File: src/rtl/sample_seq_ctrl.sv
// Sample sequencer for the encoder: buffers one upstream sample, loads it into
// the input register, steps the datapath through PHASES compute phases, then presents the result.
module sample_seq_ctrl #(
  parameter int DW     = 8,
  parameter int PHASES = 12
) (
  input  logic          clk,
  input  logic          reset,
  input  logic          s_valid,
  output logic          s_ready,
  input  logic [DW-1:0] s_data,
  output logic          ld_en,
  output logic [DW-1:0] reg_data,
  output logic [4:0]    phase,
  output logic          phase_en,
  output logic          res_valid,
  input  logic          res_ready,
  output logic          busy,
  output logic [15:0]   done_cnt
);

  typedef enum logic [1:0] {IDLE, LOAD, RUN, DONE} state_t;

  localparam logic [4:0] LAST_PHASE = 5'(PHASES - 1);

  state_t          state, state_nxt;
  logic            hold_full;
  logic [DW-1:0]   hold_data;
  logic [DW-1:0]   reg_q;
  logic [4:0]      phase_cnt;
  logic [15:0]     done_count;
  logic            accept;
  logic            start;
  logic            last_phase;
  logic            res_fire;

  assign s_ready    = !hold_full;
  assign accept     = s_valid && s_ready;
  assign start      = hold_full || accept;
  assign last_phase = (phase_cnt == LAST_PHASE);
  assign res_fire   = res_valid && res_ready;
  assign busy       = (state != IDLE);
  assign done_cnt   = done_count;

  // The input register sees the held sample during LOAD itself, then keeps it.
  assign reg_data   = (state == LOAD) ? hold_data : reg_q;
  assign phase      = phase_en ? phase_cnt : 5'd0;

  always_ff @(posedge clk or posedge reset) begin
    if (reset) state <= IDLE;
    else       state <= state_nxt;
  end

  always_comb begin
    state_nxt = state;
    ld_en     = 1'b0;
    phase_en  = 1'b0;
    res_valid = 1'b0;
    case (state)
      IDLE: begin
        if (start) state_nxt = LOAD;
      end
      LOAD: begin
        ld_en     = 1'b1;
        state_nxt = RUN;
      end
      RUN: begin
        phase_en = 1'b1;
        if (last_phase) state_nxt = DONE;
      end
      DONE: begin
        res_valid = 1'b1;
        // A sample accepted in this same cycle counts as start.
        if (res_ready) state_nxt = start ? LOAD : IDLE;
      end
      default: state_nxt = IDLE;
    endcase
  end

  // Accept is impossible in LOAD (buffer full), so set and clear never collide.
  always_ff @(posedge clk or posedge reset) begin
    if (reset) begin
      hold_full <= 1'b0;
      hold_data <= '0;
    end else if (accept) begin
      hold_full <= 1'b1;
      hold_data <= s_data;
    end else if (state == LOAD) begin
      hold_full <= 1'b0;
    end
  end

  always_ff @(posedge clk or posedge reset) begin
    if (reset)              reg_q <= '0;
    else if (state == LOAD) reg_q <= hold_data;
  end

  always_ff @(posedge clk or posedge reset) begin
    if (reset)                           phase_cnt <= 5'd0;
    else if (state == LOAD)              phase_cnt <= 5'd0;
    else if (state == RUN && !last_phase) phase_cnt <= phase_cnt + 5'd1;
  end

  always_ff @(posedge clk or posedge reset) begin
    if (reset)         done_count <= 16'd0;
    else if (res_fire) done_count <= done_count + 16'd1;
  end

endmodule

File: config.mk
export PLATFORM = sky130hd
export DESIGN_NAME = sample_seq_ctrl
export DESIGN_NICKNAME = d
export VERILOG_FILES = /design/src/rtl/sample_seq_ctrl.sv
export SDC_FILE = /design/constraint.sdc
export NUM_CORES = 1
export LEC_CHECK = 0
export ABC_CLOCK_PERIOD_IN_PS = 4300
export BUFFER_PORTS_ARGS = -buffer_cell sky130_fd_sc_hd__buf_2
export CORE_ASPECT_RATIO = 1.2
export CORE_UTILIZATION = 55
export DETAILED_ROUTE_END_ITERATION = 8
export PLACE_DENSITY = 0.82
export SYNTH_ARGS = -nofsm -noshare
export SYNTH_HDL_FRONTEND = slang
export SYNTH_SLANG_ARGS = --single-unit
File: constraint.sdc
create_clock -name clk -period 4.3 [get_ports clk]
set_input_delay 0.86 -clock clk [delete_from_list [all_inputs] [get_ports clk]]
set_output_delay 0.86 -clock clk [all_outputs]
set_load 0.01 [all_outputs]
[Word-level counts from Yosys, hierarchy flattened]
Index checks and enable logic that the tools add are counted.
Cells by class
  add/sub/neg operators: 2
  equality and inequality tests: 7
  muxes and demuxes: 14
  reduce and logical (&&, ||, !) cells: 11
Operator list (count)
  $add 16x1->16 const B: 1
  $mux 5: 3
  $mux 8: 1
  $pmux 2 s4: 1
  $mux 1: 6
  $mux 2: 3
  $ne 2x2->1 const B: 3
  $reduce_bool 2->1: 3
  $add 5x1->5 const B: 1
  $eq 5x4->1 const B: 1
  $eq 2x2->1 const B: 2
  $logic_and 1x1->1: 3
  $reduce_and 3->1: 1
  $eq 2x1->1 const B: 1
  $logic_not 1->1: 2
  $logic_not 2->1: 1
  $logic_or 1x1->1: 1
Word-level totals
  flip-flop bits (word level): 40
  output and inout bits: 34

[Logic depth before layout (Yosys ltp)]
Gate-level depths: netlist (run 1).
  depth in word-level cells: 6
  gate-level depth with buffers: 6
  gate-level depth less buffers: 6

[Least setup slack after synthesis (run 1)]
No wires, ideal clock.
  kind: flip-flop to output port
  from: reg state[1]
  to: out reg_data[3]
  arrival time: 1.416 ns
  setup slack: 2.024 ns
  cell stages (with the launch flop): 5
  buffers on the path: 1
  cells stage by stage: dfrtp_1 inv_1 ha_1 buf_2 mux2_2
Between the ends
  longest elaborated chain between the ends: 2
RTL lines
  from (decl): RTL line 26  | state_t state, state_nxt;
  from (signal assigned): RTL line 51  | else state <= state_nxt;
  $eq 2x1->1: RTL line 46  | assign reg_data = (state == LOAD) ? hold_data : reg_q;
  $mux 8
  to (decl): RTL line 13  | output logic [DW-1:0] reg_data,
Every way passes these cells.

[Final worst setup path (run 1)]
  from: reg state[1]
  to: out reg_data[0]
The elaborated chain is that of the path after synthesis.

==> results of run 1 <==
==> area by class of cell <==
type / count / area share, %
Sequential cell: 40 / 46.5
Multi-Input combinational cell: 95 / 36.8
Timing Repair Buffer: 46 / 10.8
Clock buffer: 7 / 2.56
Tap cell: 36 / 2.09
Inverter: 5 / 0.872
Clock inverter: 1 / 0.349
==> sequential cells by signal, indices dropped and copies added, names as in the netlist <==
signal	cells
state	2
reg_q	8
hold_data	8
done_cnt	16
phase_cnt	5
hold_full	1
==> cells in the mapped netlist <==
cell and number:
dfrtp_1 40, mux2_2 17, xnor2_1 12, nor2_1 9, nand2_1 8, ha_1 7, xor2_1 7, inv_1 5
and2_1 4, nand3_1 4, nand4_1 4, and3_4 3, and3_1 2, and4_1 2, buf_2 2, mux2i_1 2
nand2_2 2, nand3_2 2, a21oi_1 1, and2_2 1, and4_2 1, mux2_4 1, nand2b_1 1, nor2b_1 1
nor3_2 1, o22ai_1 1, o311ai_0 1, o31ai_4 1
==> worst reg2reg max path, stage by stage, from the launching register on <==
cell     delay, ns
dfrtp_1       0.44
inv_1         0.14
ha_1          0.35
o31ai_4       0.15
and3_4        0.19
mux2_4        0.29
==> metrics by stage <==
| step | total power, uW | hold WS [ns] | std cells |
|---|---|---|---|
| global route | 1400 | 0.498 | 230 |
| detailed placement | 1130 | 0.461 | 222 |
| CTS | 1330 | 0.478 | 230 |
| finish | 1320 | 0.483 | 230 |
| floorplan | 952 | 0.467 | 142 |
| global placement | 1100 | 0.458 | 222 |
==> power by group through the flow <==
stage	Sequential, uW	Combinational, uW	Clock, uW
floorplan	578	374	0
global placement	582	514	0
detailed placement	593	535	0
CTS	585	541	207
global route	599	584	220
finish	583	531	201
==> path summary, 6_finish.rpt <==
| kind | slack [ns] | startpoint | endpoint | depth (start not counted) |
|---|---|---|---|---|
| worst max-delay path | 1.44 | state[1] | reg_data[0] | 4 |
| worst min-delay path | 0.48 | done_cnt[15] | done_cnt[15] | 1 |
| worst max register to register | 2.64 | state[0] | state[1] | 5 |
| worst min register to register | 0.48 | done_cnt[15] | done_cnt[15] | 1 |
| max in group asynchronous | 3.33 | reset | phase_cnt[1] | 3 |
| min in group asynchronous | 0.61 | reset | done_cnt[15] | 3 |
==> per-layer routing <==
metal  wire [um]  GRT usage, %
met3          98          4.23
met5           0             0
met4          71          10.6
met2        1640          34.9
met1        1330          22.5
==> cells by family (layout without fill, tap and decap cells) <==
group	Yosys count	count (layout)	share of synthesized area, %
simple gates	45	45	14.8
flops	40	40	54.9
mux	20	20	12.4
xor+xnor	19	19	9.13
fa+ha+maj	7	7	4.81
buf+inv	7	59	1.58
compound gates	4	4	2.27
==> impl_metrics.tcl, run 1 <==
set metrics [dict create \
    post-route-period-util_pct 66.5 \
    setup_viol 0 \
    diodes 0 \
    synth.area.top_cells "dfrtp_1 55%, mux2_2 11%, xnor2_1 5.8%, ha_1 4.8%, xor2_1 3.4%" \
    hold_viol_final 0 \
    rsz0062_at_grt "no" \
    multiInputGateArea_um2 792 \
    synth.distinct_cells 28 \
    critPathTopFamily "adder cells" \
    via_per_inst 5.30 \
    grt_pass1_vias 1187 \
    synth_top_area_share_pct 54.9 \
    post_drt_wl_per_cell_um 13.7 \
    cts_tree "done" \
    io_buffers 45 \
    fmax_mhz 350 \
    final_cell_mix "45 x buf_2, 40 x dfrtp_1, 17 x mux2_2" \
    wl_um 3140 \
    pre_cts_ws_ns 1.80 \
    fin_ws_ns 1.44 \
    final_cell_area_mm2 0.00215 \
    syn_inst 142 \
    ctsResizeCount 0 \
    synth_area_mm2 0.00182 \
    place_area_mm2 0.00209 \
    htreeDepth 2 \
    clockBufferDepth 2 \
    syn_area_per_cell_um2 12.8 \
    die_x_um 54.5 \
    status "finished, final reports clean" \
    critPathBufInv 2 \
    postRouteAntennaNets 0 \
    p_sw_uw 468 \
    start_util_pct 58.6 \
    yosys.area.top_type "dfrtp_1" \
    worst_hold_path_type "reg2reg" \
    worstPathRequired_ns 3.44 \
    drive_gt1_share_pct 42.3 \
    intPower_uw 848 \
    vias 1220 \
    setup_tns_ns 0 \
    maxCapViolations 0 \
    cp_max_fo 15 \
    p_clk_share_pct 15.3 \
    antenna_found_initial 0 \
    slew_violations 0 \
    cp_slowest_cell "ha_1" \
    combPwrFrac_pct 40.4 \
    ys_ff_latch 40 \
    post-dp-hpwl_um 2310 \
    grt_pass1_wl_um 5040 \
    clock_latency_ns 0.36 \
    grt_max_degree 41 \
    cts_setup_buffers 0 \
    die_y_um 65.0 \
    grt.total_usage_pct 20.3 \
    syn2layout_area_growth_pct 18.1 \
    regArea_mm2 0.00100 \
    worstMarginPinSlew_ns 0.652 \
    period_minus_slack_ns 2.86 \
    ctsHoldBuffers 0 \
    critPathKind "reg2out" \
    clock-sinks 40 \
    seq_area_frac_synth_pct 54.9 \
    dieArea_mm2 0.00355 \
    crit_chain "inv_1 > ha_1 > mux2_2 > buf_2" \
    num_io_pins 46 \
    pwr-share-seq_pct 44.3 \
    p_sw_share_pct 35.5 \
    crit_arrival_ns 2.00 \
    synth_nets 161 \
    numCtsBuffers 5 \
    layout_commonest_cell "buf_2" \
    ir_drop_uv 470 \
    critPathLaunchType "register" \
    ctsRootBufferMaster "clkbuf_4" \
    leakagePower_uw 0.00108 \
    powerDensity_mw_per_mm2 611 \
    cp-end-kind "output port" \
    drt_first_pass_iters 4 \
    drt_iter0_markers 11 \
    worst_clock_skew_ns 0.0157 \
    rows 22 \
    core_mm2 0.00311 \
    fillers 232 \
    fin_util_pct 69.2 \
    path_clk_slew_ns 0.12 \
    gp_congestion 0.783 \
    remaining_drc_errors 0 \
    slew_headroom_pct 56.4 \
    fin_nets 212 \
    grt.overflow.total 0 \
    max_stage_delay_ns 0.53 \
    ys_warn_count 0 \
]
Note: power is estimated with default switching activity, not from simulation.
==> run 2, diff against run 1 <==
Settings changed: ABC_AREA from default to 1, ABC_CLOCK_PERIOD_IN_PS 4300 to 3000, CORE_UTILIZATION 55 to 53, PLACE_DENSITY 0.82 to 0.79.
Clock period 4.3 ns to 3 ns, I/O delays scaled along.
==> impl_metrics.tcl, run 2 <==
set metrics [dict create \
    rsz0062_at_grt "no" \
    muxShareOfSynthArea_pct 4.66 \
    period_minus_slack_ns 2.18 \
    powerDensity_mw_per_mm2 872 \
    largest_reg_flops 16 \
    drive_gt1_share_pct 27.5 \
    syn_inst 217 \
    vias 1520 \
    p_sw_share_pct 37.4 \
    synth_top_family_by_area "simple AND/OR/NAND/NOR gates" \
    clockBufferDepth 2 \
    grt.overflow.total 0 \
    crit_arrival_ns 1.58 \
    yosys.area.top_type "dfrtp_1" \
    leakagePower_uw 0.00131 \
    ir_drop_uv 540 \
    violations "DRC" \
    worst_clock_skew_ns 0.00446 \
    fillers 288 \
    start_util_pct 56.4 \
    syn2layout_area_growth_pct 19.9 \
    diodes 0 \
    fmax_mhz 458 \
    critPathLaunchType "register" \
    regArea_mm2 0.00100 \
    path_clk_slew_ns 0.07 \
    clock_latency_ns 0.30 \
    synthTopCellsByCount "68 x nand2_1, 40 x dfrtp_1, 27 x inv_1, 13 x nand3_1, 13 x nor2_1" \
    grt.total_usage_pct 20.7 \
    combPwrFrac_pct 37.5 \
    ctsResizeCount 0 \
    dieArea_mm2 0.00389 \
    synth.area.top_cells "dfrtp_1 52%, nand2_1 13%, inv_1 5.2%, mux2_2 4.7%, ha_1 4.5%" \
    worstMarginPinSlew_ns 0.500 \
    ys_ff_latch 40 \
    ys.flop_type "dfrtp_1" \
    status "finished with violations" \
    syn_area_per_cell_um2 8.91 \
    p_sw_uw 756 \
    cts_tree "done" \
    cp_max_fo 12 \
    setup_viol 0 \
    yosys.area_share.xor_xnor_pct 4.98 \
    drt_iter0_markers 62 \
    cts_setup_buffers 0 \
    post-route-period-util_pct 72.7 \
    postRouteAntennaNets 0 \
    clock-sinks 40 \
    numCtsBuffers 5 \
    final_cell_area_mm2 0.00232 \
    rows 23 \
    intPower_uw 1270 \
    core_mm2 0.00342 \
    fin_nets 287 \
    seq_area_frac_synth_pct 51.8 \
    worst_hold_path_type "in2async" \
    final_cell_mix "68 x nand2_1, 45 x buf_2, 40 x dfrtp_1" \
    critPathKind "reg2out" \
    multiInputGateArea_um2 818 \
    remaining_drc_errors 10 \
    worstPathRequired_ns 2.40 \
    num_io_pins 46 \
    die_y_um 68.2 \
    synth-simple-area-share_pct 25.6 \
    grt_pass1_vias 1412 \
    layout_commonest_cell "nand2_1" \
    pwr-share-seq_pct 40.8 \
    p_clk_share_pct 21.7 \
    synth_edf_count 0 \
    antenna_found_initial 0 \
    gp_congestion 0.784 \
    slew_violations 0 \
    post_drt_wl_per_cell_um 11.6 \
    ctsHoldBuffers 0 \
    synthArstFlopShare_pct 100 \
    htreeDepth 2 \
    wl_um 3540 \
    post-dp-hpwl_um 2580 \
    synth_area_mm2 0.00193 \
    maxCapViolations 0 \
    die_x_um 57.1 \
    ctsRootBufferMaster "clkbuf_8" \
    grt_max_degree 41 \
    synthAdderAreaFrac_pct 4.53 \
    synth.distinct_cells 24 \
    slew_headroom_pct 66.7 \
    io_buffers 45 \
    synth_compound_area_share_pct 2.52 \
    synth_nets 236 \
    drt_first_pass_iters 8 \
    hold_viol_final 0 \
    synth_top_area_share_pct 51.8 \
    grt_pass1_wl_um 5980 \
    cp-end-kind "output port" \
    via_per_inst 4.97 \
    setup_tns_ns 0 \
    ys_warn_count 0 \
    place_area_mm2 0.00221 \
    yosysMostFrequentCell "nand2_1" \
]
==> run 2: per-stage QoR <==
step	total power, uW	util [%]	setup slack, ns	std cells	hold WS [ns]
global placement	1580	64.5	1.17	298	0.453
detailed placement	1610	64.5	1.11	298	0.455
CTS	2060	67.7	0.774	306	0.420
global route	2200	67.7	0.635	306	0.469
finish	2020	67.7	0.819	306	0.403
floorplan	1350	-	1.14	217	0.479
==> run 2: logic make-up after synthesis <==
group,count (synthesis)
flops,40
buf+inv,30
simple gates,112
mux,8
xor+xnor,11
fa+ha+maj,7
compound gates,9
==> run 2: worst max-delay path, stage by stage, from the launching register on <==
cell and delay (ns):
dfrtp_1 0.41, inv_1 0.10, ha_1 0.20, inv_1 0.26, nand2_1 0.09, nand2_1 0.09
buf_2 0.13
==> run 2: final cells by class <==
cell class | count | share of cell area, %
Clock buffer | 5 | 2.97
Clock inverter | 3 | 1.83
Inverter | 27 | 4.37
Multi-Input combinational cell | 147 | 35.3
Sequential cell | 40 | 43.2
Tap cell | 37 | 2.00
Timing Repair Buffer | 47 | 10.4
==> run 2: power groups by stage <==
stage / sequential (uW) / combinational, uW / clock (uW)
CTS: 827 / 775 / 454
global route: 848 / 874 / 474
detailed placement: 837 / 772 / 0
global placement: 830 / 752 / 0
finish: 825 / 758 / 439
floorplan: 820 / 527 / 0
==> run 2: final timing paths <==
kind	start	to	slack (ns)	cells past startpoint
max	state[1]	reg_data[6]	0.82	6
min	reset	state[0]	0.40	3
max reg2reg	state[0]	phase_cnt[3]	1.44	7
min reg2reg	reg_q[4]	reg_q[4]	0.47	2
max in group asynchronous	reset	hold_data[0]	2.25	3
min in group clk	reg_q[4]	reg_q[4]	0.47	2
==> run 2: layer usage <==
metal	track usage [%]	up-vias	part of all wire [%]
li1	-	776	-
met1	23.2	691	44
met2	35.7	42	48
met3	6.43	11	5.0
met4	11.0	0	3.0
met5	0	-	0
